--- config.mk ---
export PLATFORM = sky130hd
export DESIGN_NAME = fetch_align_buffer
export DESIGN_NICKNAME = d
export VERILOG_FILES = /design/src/rtl/fetch_align_buffer_pkg.sv /design/src/rtl/fetch_align_buffer_rvc_expand.sv /design/src/rtl/fetch_align_buffer.sv
export SDC_FILE = /design/constraint.sdc
export NUM_CORES = 1
export LEC_CHECK = 0
export ABC_AREA = 1
export CORE_AREA = 3 3 147 149
export CTS_BUF_LIST = sky130_fd_sc_hd__clkbuf_4 sky130_fd_sc_hd__clkbuf_8
export CTS_CLUSTER_DIAMETER = 100
export DETAILED_ROUTE_END_ITERATION = 8
export DIE_AREA = 0 0 150 152
export PLACE_DENSITY_LB_ADDON = 0.05
export SKIP_CTS_REPAIR_TIMING = 1
export SLEW_MARGIN = 0
export SYNTH_ARGS = -nofsm -noshare
export SYNTH_HDL_FRONTEND = slang
export SYNTH_SLANG_ARGS = --single-unit
--- constraint.sdc ---
create_clock -name clk -period 3.6 [get_ports clk]
set_input_delay 0.36 -clock clk [delete_from_list [all_inputs] [get_ports clk]]
set_output_delay 0.36 -clock clk [all_outputs]
set_load 0.005 [all_outputs]
--- src/rtl/fetch_align_buffer_pkg.sv ---
// Shared types and helpers for the RV32IC fetch realigner and its optional
// compressed-instruction expander (enabled with RVC_EXPAND_EN).
package fetch_align_buffer_pkg;

  localparam logic [31:0] FA_RESET_PC      = 32'h0000_0060;
  localparam logic [31:0] FA_ILLEGAL_INSTR = 32'hFFFF_FFFF;

  typedef enum logic [1:0] {
    fa_idle  = 2'd0,
    fa_req   = 2'd1,
    fa_drain = 2'd2
  } fa_state_e;

  // Quadrant field of a halfword; 2'b11 marks a full 32-bit instruction.
  typedef enum logic [1:0] {
    RVC_Q0    = 2'b00,
    RVC_Q1    = 2'b01,
    RVC_Q2    = 2'b10,
    RVC_NOT_C = 2'b11
  } rv32ic_opcode_e;

  typedef enum logic [6:0] {
    OPC_LOAD   = 7'b0000011,
    OPC_OP_IMM = 7'b0010011,
    OPC_STORE  = 7'b0100011,
    OPC_OP     = 7'b0110011,
    OPC_LUI    = 7'b0110111,
    OPC_BRANCH = 7'b1100011,
    OPC_JALR   = 7'b1100111,
    OPC_JAL    = 7'b1101111
  } rv32i_opcode_e;

  function automatic logic [31:0] enc_i(input logic [11:0] imm, input logic [4:0] rs1,
                                        input logic [2:0] f3, input logic [4:0] rd,
                                        input logic [6:0] opc);
    return {imm, rs1, f3, rd, opc};
  endfunction

  function automatic logic [31:0] enc_s(input logic [11:0] imm, input logic [4:0] rs2,
                                        input logic [4:0] rs1, input logic [2:0] f3,
                                        input logic [6:0] opc);
    return {imm[11:5], rs2, rs1, f3, imm[4:0], opc};
  endfunction

  function automatic logic [31:0] enc_r(input logic [6:0] f7, input logic [4:0] rs2,
                                        input logic [4:0] rs1, input logic [2:0] f3,
                                        input logic [4:0] rd, input logic [6:0] opc);
    return {f7, rs2, rs1, f3, rd, opc};
  endfunction

  // Branch/jump offsets are passed without their always-zero bit 0.
  function automatic logic [31:0] enc_b(input logic [12:1] imm, input logic [4:0] rs2,
                                        input logic [4:0] rs1, input logic [2:0] f3);
    return {imm[12], imm[10:5], rs2, rs1, f3, imm[4:1], imm[11], OPC_BRANCH};
  endfunction

  function automatic logic [31:0] enc_j(input logic [20:1] imm, input logic [4:0] rd);
    return {imm[20], imm[10:1], imm[11], imm[19:12], rd, OPC_JAL};
  endfunction

endpackage

--- src/rtl/fetch_align_buffer_rvc_expand.sv ---
// Combinational RV32C -> RV32I expander; unsupported FP and reserved
// encodings map to the all-ones illegal pattern.
module rvc_expand
  import fetch_align_buffer_pkg::*;
(
  input  logic [15:0] c_instr_i,
  output logic [31:0] instr_o
);

  logic [15:0] c;
  logic [4:0]  rd, rs2, rs1p, rdp;
  logic [11:0] imm6;
  logic [9:0]  addi4spn_imm;
  logic [6:0]  lw_imm;
  logic [7:0]  lwsp_imm, swsp_imm;
  logic [11:0] addi16sp_imm;
  logic [20:1] j_imm;
  logic [12:1] b_imm;

  assign c            = c_instr_i;
  assign rd           = c[11:7];
  assign rs2          = c[6:2];
  assign rs1p         = {2'b01, c[9:7]};
  assign rdp          = {2'b01, c[4:2]};
  assign imm6         = {{6{c[12]}}, c[12], c[6:2]};
  assign addi4spn_imm = {c[10:7], c[12:11], c[5], c[6], 2'b00};
  assign lw_imm       = {c[5], c[12:10], c[6], 2'b00};
  assign lwsp_imm     = {c[3:2], c[12], c[6:4], 2'b00};
  assign swsp_imm     = {c[8:7], c[12:9], 2'b00};
  assign addi16sp_imm = {{2{c[12]}}, c[12], c[4], c[3], c[5], c[2], c[6], 4'b0000};
  assign j_imm        = {{9{c[12]}}, c[12], c[8], c[10], c[9], c[6], c[7], c[2], c[11], c[5], c[4], c[3]};
  assign b_imm        = {{4{c[12]}}, c[12], c[6], c[5], c[2], c[11], c[10], c[4], c[3]};

  always_comb begin
    instr_o = FA_ILLEGAL_INSTR;
    case (rv32ic_opcode_e'(c[1:0]))
      RVC_Q0: begin
        case (c[15:13])
          3'b000: if (addi4spn_imm != 10'd0)
                    instr_o = enc_i({2'b00, addi4spn_imm}, 5'd2, 3'b000, rdp, OPC_OP_IMM);
          3'b010: instr_o = enc_i({5'd0, lw_imm}, rs1p, 3'b010, rdp, OPC_LOAD);
          3'b110: instr_o = enc_s({5'd0, lw_imm}, rdp, rs1p, 3'b010, OPC_STORE);
          default: ;
        endcase
      end
      RVC_Q1: begin
        case (c[15:13])
          3'b000: instr_o = enc_i(imm6, rd, 3'b000, rd, OPC_OP_IMM);
          3'b001: instr_o = enc_j(j_imm, 5'd1);
          3'b010: instr_o = enc_i(imm6, 5'd0, 3'b000, rd, OPC_OP_IMM);
          3'b011: begin
            if (rd == 5'd2) begin
              if (addi16sp_imm != 12'd0)
                instr_o = enc_i(addi16sp_imm, 5'd2, 3'b000, 5'd2, OPC_OP_IMM);
            end else if ({c[12], c[6:2]} != 6'd0) begin
              instr_o = {{14{c[12]}}, c[12], c[6:2], rd, OPC_LUI};
            end
          end
          3'b100: begin
            case (c[11:10])
              2'b00: instr_o = enc_i({7'b0000000, c[6:2]}, rs1p, 3'b101, rs1p, OPC_OP_IMM);
              2'b01: instr_o = enc_i({7'b0100000, c[6:2]}, rs1p, 3'b101, rs1p, OPC_OP_IMM);
              2'b10: instr_o = enc_i(imm6, rs1p, 3'b111, rs1p, OPC_OP_IMM);
              default: begin
                if (!c[12]) begin
                  case (c[6:5])
                    2'b00:   instr_o = enc_r(7'b0100000, rdp, rs1p, 3'b000, rs1p, OPC_OP);
                    2'b01:   instr_o = enc_r(7'b0000000, rdp, rs1p, 3'b100, rs1p, OPC_OP);
                    2'b10:   instr_o = enc_r(7'b0000000, rdp, rs1p, 3'b110, rs1p, OPC_OP);
                    default: instr_o = enc_r(7'b0000000, rdp, rs1p, 3'b111, rs1p, OPC_OP);
                  endcase
                end
              end
            endcase
          end
          3'b101: instr_o = enc_j(j_imm, 5'd0);
          3'b110: instr_o = enc_b(b_imm, 5'd0, rs1p, 3'b000);
          default: instr_o = enc_b(b_imm, 5'd0, rs1p, 3'b001);
        endcase
      end
      RVC_Q2: begin
        case (c[15:13])
          3'b000: instr_o = enc_i({7'd0, c[6:2]}, rd, 3'b001, rd, OPC_OP_IMM);
          3'b010: instr_o = enc_i({4'd0, lwsp_imm}, 5'd2, 3'b010, rd, OPC_LOAD);
          3'b110: instr_o = enc_s({4'd0, swsp_imm}, rs2, 5'd2, 3'b010, OPC_STORE);
          3'b100: begin
            if (!c[12]) begin
              if (rs2 != 5'd0)     instr_o = enc_r(7'd0, rs2, 5'd0, 3'b000, rd, OPC_OP);
              else if (rd != 5'd0) instr_o = enc_i(12'd0, rd, 3'b000, 5'd0, OPC_JALR);
            end else begin
              if (rs2 != 5'd0)     instr_o = enc_r(7'd0, rs2, rd, 3'b000, rd, OPC_OP);
              else if (rd != 5'd0) instr_o = enc_i(12'd0, rd, 3'b000, 5'd1, OPC_JALR);
              else                 instr_o = 32'h0010_0073;
            end
          end
          default: ;
        endcase
      end
      default: ;
    endcase
  end

endmodule

--- src/rtl/fetch_align_buffer.sv ---
// RV32IC fetch realigner: word fetches feed a halfword queue that presents one
// aligned instruction per handshake. RVC_EXPAND_EN expands 16-bit instructions.
module fetch_align_buffer
  import fetch_align_buffer_pkg::*;
#(
  parameter logic [31:0] RESET_PC = FA_RESET_PC,
  parameter int          HQ_DEPTH = 4
) (
  input  logic        clk,
  input  logic        rst_n,
  input  logic        flush,
  input  logic [31:0] redirect_pc,
  output logic        imem_read,
  output logic [31:0] imem_addr,
  input  logic [31:0] imem_rdata,
  input  logic        imem_resp,
  output logic        instr_valid,
  input  logic        instr_ready,
  output logic [31:0] instr,
  output logic [31:0] instr_pc,
  output logic        instr_is_c
);

  localparam int PW = $clog2(HQ_DEPTH);
  localparam int CW = PW + 1;
  localparam logic [CW-1:0] DEPTH_C = CW'(HQ_DEPTH);

  logic [15:0]   hq_q [HQ_DEPTH];
  logic [PW-1:0] rd_ptr_q, rd_ptr_d, wr_ptr_q, wr_ptr_d;
  logic [CW-1:0] count_q, count_d;
  logic [31:0]   head_pc_q, head_pc_d, fetch_pc_q, fetch_pc_d, drain_addr_q, drain_addr_d;
  fa_state_e     state_q, state_d;

  logic [15:0]   head_hw, next_hw;
  logic          head_is_32, pop;
  logic [CW-1:0] need, count_after, free_now, free_after;
  logic [1:0]    push_n;
  logic [31:0]   redirect_even, fetch_word, c_instr;

  assign head_hw       = hq_q[rd_ptr_q];
  assign next_hw       = hq_q[rd_ptr_q + PW'(1)];
  assign head_is_32    = (head_hw[1:0] == 2'b11);
  assign need          = head_is_32 ? CW'(2) : CW'(1);
  assign instr_valid   = (count_q >= need);
  assign pop           = instr_valid && instr_ready && !flush;
  assign redirect_even = redirect_pc & 32'hFFFF_FFFE;
  assign fetch_word    = fetch_pc_q & 32'hFFFF_FFFC;

  // After a redirect to an odd halfword only the upper half of the first word is live.
  always_comb begin
    push_n = 2'd0;
    if (state_q == fa_req && imem_resp && !flush)
      push_n = fetch_pc_q[1] ? 2'd1 : 2'd2;
  end

  assign count_after = count_q - (pop ? need : CW'(0)) + CW'(push_n);
  assign free_now    = DEPTH_C - count_q;
  assign free_after  = DEPTH_C - count_after;

  always_comb begin
    state_d      = state_q;
    rd_ptr_d     = rd_ptr_q;
    wr_ptr_d     = wr_ptr_q;
    count_d      = count_q;
    head_pc_d    = head_pc_q;
    fetch_pc_d   = fetch_pc_q;
    drain_addr_d = drain_addr_q;

    if (flush) begin
      rd_ptr_d   = '0;
      wr_ptr_d   = '0;
      count_d    = '0;
      head_pc_d  = redirect_even;
      fetch_pc_d = redirect_even;
    end else begin
      if (pop) begin
        rd_ptr_d  = rd_ptr_q + PW'(need);
        head_pc_d = head_pc_q + (head_is_32 ? 32'd4 : 32'd2);
      end
      if (push_n != 2'd0) begin
        wr_ptr_d   = wr_ptr_q + PW'(push_n);
        fetch_pc_d = fetch_word + 32'd4;
      end
      count_d = count_after;
    end

    case (state_q)
      fa_idle: if (!flush && free_now >= CW'(2)) state_d = fa_req;
      fa_req: begin
        if (flush) begin
          // A response landing with the flush already closed the bus transaction.
          state_d      = imem_resp ? fa_idle : fa_drain;
          drain_addr_d = fetch_word;
        end else if (imem_resp) begin
          state_d = (free_after >= CW'(2)) ? fa_req : fa_idle;
        end
      end
      fa_drain: if (imem_resp) state_d = fa_req;
      default: state_d = fa_idle;
    endcase
  end

  always_ff @(posedge clk or negedge rst_n) begin
    if (!rst_n) begin
      state_q      <= fa_idle;
      rd_ptr_q     <= '0;
      wr_ptr_q     <= '0;
      count_q      <= '0;
      head_pc_q    <= RESET_PC;
      fetch_pc_q   <= RESET_PC;
      drain_addr_q <= RESET_PC;
    end else begin
      state_q      <= state_d;
      rd_ptr_q     <= rd_ptr_d;
      wr_ptr_q     <= wr_ptr_d;
      count_q      <= count_d;
      head_pc_q    <= head_pc_d;
      fetch_pc_q   <= fetch_pc_d;
      drain_addr_q <= drain_addr_d;
    end
  end

  // Queue storage needs no reset: entries are only read once count covers them.
  always_ff @(posedge clk) begin
    if (push_n != 2'd0)
      hq_q[wr_ptr_q] <= (push_n == 2'd2) ? imem_rdata[15:0] : imem_rdata[31:16];
    if (push_n == 2'd2)
      hq_q[wr_ptr_q + PW'(1)] <= imem_rdata[31:16];
  end

  assign imem_read = (state_q != fa_idle);
  assign imem_addr = (state_q == fa_drain) ? drain_addr_q : fetch_word;

`ifdef RVC_EXPAND_EN
  rvc_expand u_rvc_expand (
    .c_instr_i (head_hw),
    .instr_o   (c_instr)
  );
`else
  assign c_instr = {16'h0000, head_hw};
`endif

  assign instr      = !instr_valid ? 32'd0 : (head_is_32 ? {next_hw, head_hw} : c_instr);
  assign instr_pc   = head_pc_q;
  assign instr_is_c = instr_valid && !head_is_32;

endmodule
==> metrics.txt, run 1 <==
Slowest-stage cell, CP=fa_1; core area=about 0.020 sq mm; critical-path cell list=buf_6 > nand2_2 > nand3_2 > nand2_2 > nor2_4 > inv_4 > ha_4 > o21ai_2 > nand2_2 > nand2_2 > nor2_4 > inv_2 > nor2_2 > fa_1 > fa_1 > inv_1 > ha_1 > inv_1 > nor2_1 > nand3_1 > nand2_1 > nand3_1; TritonRoute pass-1 iters=8; Syn Inst Count=1443; Met1 Wirelength=12800 microns; dpl ws=-0.00620 ns; Max stage delay on crit path=0.61 ns; cell area after synthesis=0.0103 sq mm; I/O pin total=168; Hold/Removal Path Class=input port to flop; CTS tree=built; hpwl dp=22700 microns; fmax=0.286 GHz; Die Y=152 microns; clk_lat worst skew=0.47 ns; largest net degree at the start of global routing=63; die area=~0.023 sq mm; CP required=~4.0 ns; register bit count reported by yosys=165; Rel. slew slack=0.427; root buf cell=clkbuf_8; Leak=between 5 and 6 nW; final setup margin=0.101 ns; clk_skew=roughly 0.014 ns; vias in the first global route=9568; status=finished, final reports clean; register area share after synthesis=0.431; CP dominant cell by count=nand2_2; Yosys cell types=40; hold slack=0.245 ns; Worst setup EP type=flop; VDD IR max=between 0.0004 and 0.0005 V; Clock Path Buffers=2; CP Launch Type=flop; total wire length=31400 microns; initial antenna violation count=0; Post-DRT Antenna Nets=0; Vias/cell=5.34; share of post-route cells with drive strength above 1=0.0848; ys flop type=dfrtp_1; buffers added on ports=roughly 160; R2R depth=22; Post-synth EDFFs=between 60 and 70; Finished Core Util=0.635; CP startpoint=rd_ptr_q[0]; Chip Width=150 microns; Yosys warning count=0; WL met2=15600 microns; reg2reg end=state_q[0]; Worst Setup EP=state_q[0]; DR top layer=met4; H-tree depth=4; final setup fails=0; Async SR Flop Fraction=0.612; pin slew with the least headroom to its limit=0.852 ns; Site Rows=52; reg-to-reg slack, setup=0.10 ns; number of DRC markers in iteration 0=around 720; PD cells=730 mW/mm^2; Max Cap Viol=0; Final min period=3.50 ns; Initial Util=0.509; clk sinks=165; Fin. Hold Viols=0; Worst-path clk slew=0.08 ns; r2r startpoint=rd_ptr_q[0]; RSZ-0062 raised after global routing=yes; Max Transition Viols Final=0; WP data arrival=3.85 ns; global route total overflow=0; nets@finish=1687; Area Growth Syn to Fin=24.7%; Mean Syn Cell Area=7.17 sq um; Met3 Routed Length=1870 microns; worst-path maximum fanout=6; drt drc=0; n_diodes=0; Tot Pwr=9.41 mW; CTS buffer count=17; GPL Wtd Cong=0.920; global-route wire length before repair=49700 microns; GRT Total Usage=0.273; critical path class=flop to flop; drt wl/cell=16.7 microns; final worst path period share=0.972; via count=roughly 10000
registers in the layout (all words and copies together) (netlist names):
signal,count
drain_addr_q,30
rd_ptr_q,2
count_q,3
wr_ptr_q,2
hq_q,64
fetch_pc_q,31
instr_pc,31
state_q,2
cell type report:
cell class	instances	area [sq um]
repair buffers	204	1940
fillers	1843	7400
flip-flops and latches	165	4460
multi-input cells	1070	5180
clock inverters	10	145
inverters	144	546
well taps	270	338
clock buffers	22	290
Yosys cell counts, types with 3 or more instances:
master,n,area [sq um]
o211ai_1,27,203
dfrtp_1,95,2380
clkbuf_1,48,180
nor2_1,122,458
xor2_1,21,184
xnor2_1,5,43.8
buf_2,9,45.0
a21oi_1,43,215
nand3b_1,4,30.0
nor3_1,20,100
edfxtp_1,64,1920
o21ai_2,16,140
ha_1,13,163
buf_1,3,11.3
dfstp_2,6,158
nand4_1,7,43.8
inv_1,138,518
clkinv_1,3,11.3
buf_4,6,45.0
nand2_1,470,1760
o21bai_1,7,52.6
nand3_1,61,305
o21ai_1,18,90.1
inv_2,3,11.3
fa_1,3,60.1
o21ai_0,212,1060
critical path, delay by kind of cell (launching register included):
kind | cells | cell delay [ns]
AO/OA/AOI/OAI | 1 | 0.05
AND/OR/NAND/NOR | 12 | 0.97
adder cells (fa/ha/maj) | 4 | 1.58
buffers and inverters | 5 | 0.35
flip-flops | 1 | 0.44
cell usage in the layout (no fill, tap or decap), types with 3 or more instances in the layout:
cell and count:
nand3_1 57, nor2_2 3, nand3_2 5, o21ai_1 18
dfstp_2 6, conb_1 3, nand3b_1 4, o21ai_0 211
inv_2 5, nor3_1 20, inv_1 134, fa_1 3
xor2_1 21, edfxtp_1 64, clkdlybuf4s50_1 161, clkbuf_8 20
nor2_1 118, clkinv_1 3, ha_1 11, dfrtp_1 93
nand2_2 11, buf_4 39, o21ai_2 17, xnor2_1 5
nand2_1 461, a21oi_1 41, nand4_1 7, o211ai_1 27
nor2_4 4, o21bai_1 7, bufinv_16 3
stage by stage:
stage / std cells / setup TNS, ns / area, sq um
final: 1885 / 0 / 12900
after global routing: 1885 / -0.146 / 12900
after CTS: 1878 / -0.0431 / 12800
after detailed placement: 1846 / -0.00620 / 12300
after global placement: 1846 / 0 / 12300
after floorplan: 1445 / 0 / 10400
how the worst min path moves through the flow:
stage                        to  cells past startpoint   from  slack [ns]
2_1_floorplan        count_q[0]                      0  rst_n        0.06
3_3_place_gp   drain_addr_q[29]                      1  rst_n        0.38
3_5_place_dp   drain_addr_q[29]                      1  rst_n        0.38
4_1_cts        drain_addr_q[29]                      1  rst_n       -0.13
5_1_grt              count_q[2]                      2  flush        0.25
6_report             count_q[1]                      2  flush        0.24
logic make-up (layout without fill, tap and decap cells):
group	count (synthesis)	count (layout)	synth area share
adders and majority gates	16	16	0.0215
and+or+nand+nor	694	694	0.269
AOI/OAI and AO/OA	331	331	0.176
xor gates and xnor gates	26	26	0.0220
DFF	165	165	0.431
buffers and inverters	210	380	0.0795
other	1	3	0.000363
report_power, final:
part,switching (mW),total (mW),internal (mW),leakage (nW)
clock network,0.726,1.49,0.763,0.217
registers,0.462,2.92,2.46,1.82
logic,2.71,5.00,2.29,3.50
total,3.90,9.41,5.51,5.53
layer usage:
layer / track usage / vias to the layer above
met4: 0.109 / 0
met3: 0.0396 / 69
met2: 0.471 / 387
li1: - / 5031
met1: 0.344 / 4582
met5: 0 / -
No activity file was read; power rests on OpenSTA's default activity.
==> run 2, diff against run 1 <==
- PLACE_DENSITY: not set -> 0.82
- PLACE_DENSITY_LB_ADDON: 0.05 -> not set
- TNS_END_PERCENT: not set -> 20
==> run 2 against run 1 <==
Compared with the run above:
- flip-flop and latch count stayed put
- largest cell class unchanged
- clock skew down 0.00077 ns
- final cell count unchanged
- fmax shrank 2.8%
- first-iteration DRC count is 1.9% higher
- sequential share of layout area increased by 0.16 points
- register-to-register slack lost 0.10 ns
- hold slack better by 0.20 ns
- via count grew 1.4%
==> metrics.txt, run 2 (same netlist as run 1, synthesis figures left out) <==
CP Launch Type=flop; Initial Util=0.509 (unchanged); Slowest-stage cell, CP=fa_1; Clock Path Buffers=2 (unchanged); Final min period=3.60 ns (+0.0998 ns); hpwl dp=22600 microns (-0.25%); reg2reg end=state_q[0]; Rel. slew slack=0.477 (+0.0501); Worst setup EP type=flop; CTS buffer count=17 (unchanged); drt drc=0 (unchanged); Crit path max-delay family=adder cells; WP data arrival=3.96 ns (+0.11 ns); r2r startpoint=rd_ptr_q[0]; largest net degree at the start of global routing=62 (-1.6%); CP required=3.96 ns (about the same); Chip Width=150 microns (unchanged); status=finished, final reports clean; Worst-path clk slew=0.10 ns (+0.02 ns); Finished Core Util=0.633 (-0.00284); hold path endpoint=fetch_pc_q[9]; number of fill cells=1767 (-4.1%); Placed Area=0.0123 sq mm (unchanged); critical-path cell list=inv_4 > nand2_1 > nand3_1 > nand2_2 > nor2_4 > inv_2 > ha_1 > o21ai_2 > nand2_2 > nand2_4 > nor2_4 > inv_2 > nor2_4 > fa_1 > fa_1 > inv_1 > ha_1 > inv_1 > nor2_1 > nand3_1 > nand2_1 > nand3_1; worst-path maximum fanout=7 (+1); GPL Wtd Cong=0.951 (+3.4%); most frequent cells in the layout=nand2_1, o21ai_0, clkdlybuf4s50_1, inv_1, nor2_1; final worst path period share=1.00 (+0.0277); Leak=5.57 nW (+0.82%); Tot Pwr=9.30 mW (-1.2%); PD cells=725 mW/mm^2 (-0.73%); met3 Use GR=0.0468 (+0.00715); Hold/Removal Path Class=input port to flop; Post-DRT Antenna Nets=0 (unchanged); max reg flops=64 (unchanged); number of DRC markers in iteration 0=733 (+1.9%); Max Cap Viol=0 (unchanged); root buf cell=clkbuf_8; Site Rows=52 (unchanged); RSZ-0062 raised after global routing=yes; reg-to-reg slack, setup=0.001 ns (-0.10 ns); clk sinks=165 (unchanged); share of post-route cells with drive strength above 1=0.0793 (-0.00557); Max Transition Viols Final=0 (unchanged); Reg with most FFs=hq_q; drt wl/cell=16.4 microns (-1.3%); R2R depth=22 (unchanged); CTS tree=built; total wire length=31000 microns (-1.3%); hold slack=0.446 ns (+0.201 ns); via count=10200 (+1.4%); final setup fails=0 (unchanged); nets@finish=1687 (unchanged); most common cell after layout, fill and taps aside=nand2_1; initial antenna violation count=1 (+1); post-route setup TNS=0 ns (unchanged); fmax=0.278 GHz (-2.8%); register area=0.00446 sq mm (unchanged); core area=0.0203 sq mm (unchanged); gr busiest metal=met2; GRT Total Usage=0.270 (-0.00333); Area Growth Syn to Fin=24.2%; met2 usage=0.440 (-0.0309); hold path cells=4 (+2); clk_lat worst skew=0.47 ns (about the same); Fin. Hold Viols=0 (unchanged); met1 usage=0.354 (+0.0102); multi-input combinational cell area=0.00514 sq mm (-0.65%); global route total overflow=0 (unchanged); H-tree depth=4 (unchanged); pin slew with the least headroom to its limit=0.784 ns (-0.0686 ns); VDD IR max=0.000345 V (-18%); TritonRoute pass-1 iters=7 (-1); critical path class=flop to flop; Max stage delay on crit path=0.61 ns (about the same); I/O pin total=168 (unchanged); n_diodes=0 (unchanged); die area=0.0228 sq mm (unchanged); HP Start=flush; Die Y=152 microns (unchanged); Vias/cell=5.42 (+1.4%); WP buf/inv=5 (unchanged); vias in the first global route=9661 (+0.97%); buffers added on ports=163 (unchanged); final instance area=0.0128 sq mm (-0.45%); clk_skew=0.0134 ns (-0.000773 ns); global-route wire length before repair=49200 microns (-0.97%)
## run 2: cell count changes in the layout (fill, tap and decap cells not counted), sizes merged
cell and delta:
dlymetal6s2s +3, clkinv +2, clkinvlp -1, clkdlybuf4s50 -3, clkbuf -5, bufinv -3, inv +7
## run 2: worst max-delay path by stage
stage	end	slack [ns]	from	cells after the start
3_3_place_gp	state_q[0]	0.05	rd_ptr_q[0]	25
4_1_cts	instr[19]	-0.12	rd_ptr_q[0]	16
3_5_place_dp	state_q[0]	-0.07	rd_ptr_q[0]	25
5_1_grt	state_q[0]	-0.18	rd_ptr_q[0]	25
2_1_floorplan	state_q[0]	0.008	rd_ptr_q[0]	26
6_report	state_q[0]	0.001	rd_ptr_q[0]	22
## run 2: through the flow
stage | setup slack [ns] | instances
after floorplan | 0.00770 | 1445
after global placement | 0.0495 | 1846
after detailed placement | -0.0680 | 1846
after CTS | -0.119 | 1878
after global routing | -0.184 | 1885
final | 0.00111 | 1885
## run 2: final cells by class
type | instances | area share
inverter | 144 | 0.0423
clock buffer | 17 | 0.0182
tap | 270 | 0.0263
clock inverter | 15 | 0.0134
timing repair buffer | 204 | 0.152
multi-input combinational | 1070 | 0.401
sequential | 165 | 0.347
## run 2: power by group
group	switching, mW	total [mW]	leakage (nW)	internal, mW
combinational	2.70	5.01	3.55	2.30
sequential	0.463	2.92	1.82	2.46
clock	0.840	1.37	0.204	0.534
## run 2: per-layer routing
metal | vias to the layer above | share of wire
met5 | - | 0.00035
li1 | 5030 | -
met2 | 467 | 0.48
met4 | 2 | 0.036
met1 | 4636 | 0.41
met3 | 75 | 0.082
## run 2: worst register-to-register path: stages (launching register included)
cell and delay, ns:
dfrtp_2 0.48, inv_4 0.10, nand2_1 0.05, nand3_1 0.08, nand2_2 0.09, nor2_4 0.12, inv_2 0.07, ha_1 0.28
o21ai_2 0.14, nand2_2 0.09, nand2_4 0.08, nor2_4 0.04, inv_2 0.09, nor2_4 0.04, fa_1 0.49, fa_1 0.62
inv_1 0.06, ha_1 0.27, inv_1 0.03, nor2_1 0.08, nand3_1 0.08, nand2_1 0.06, nand3_1 0.06
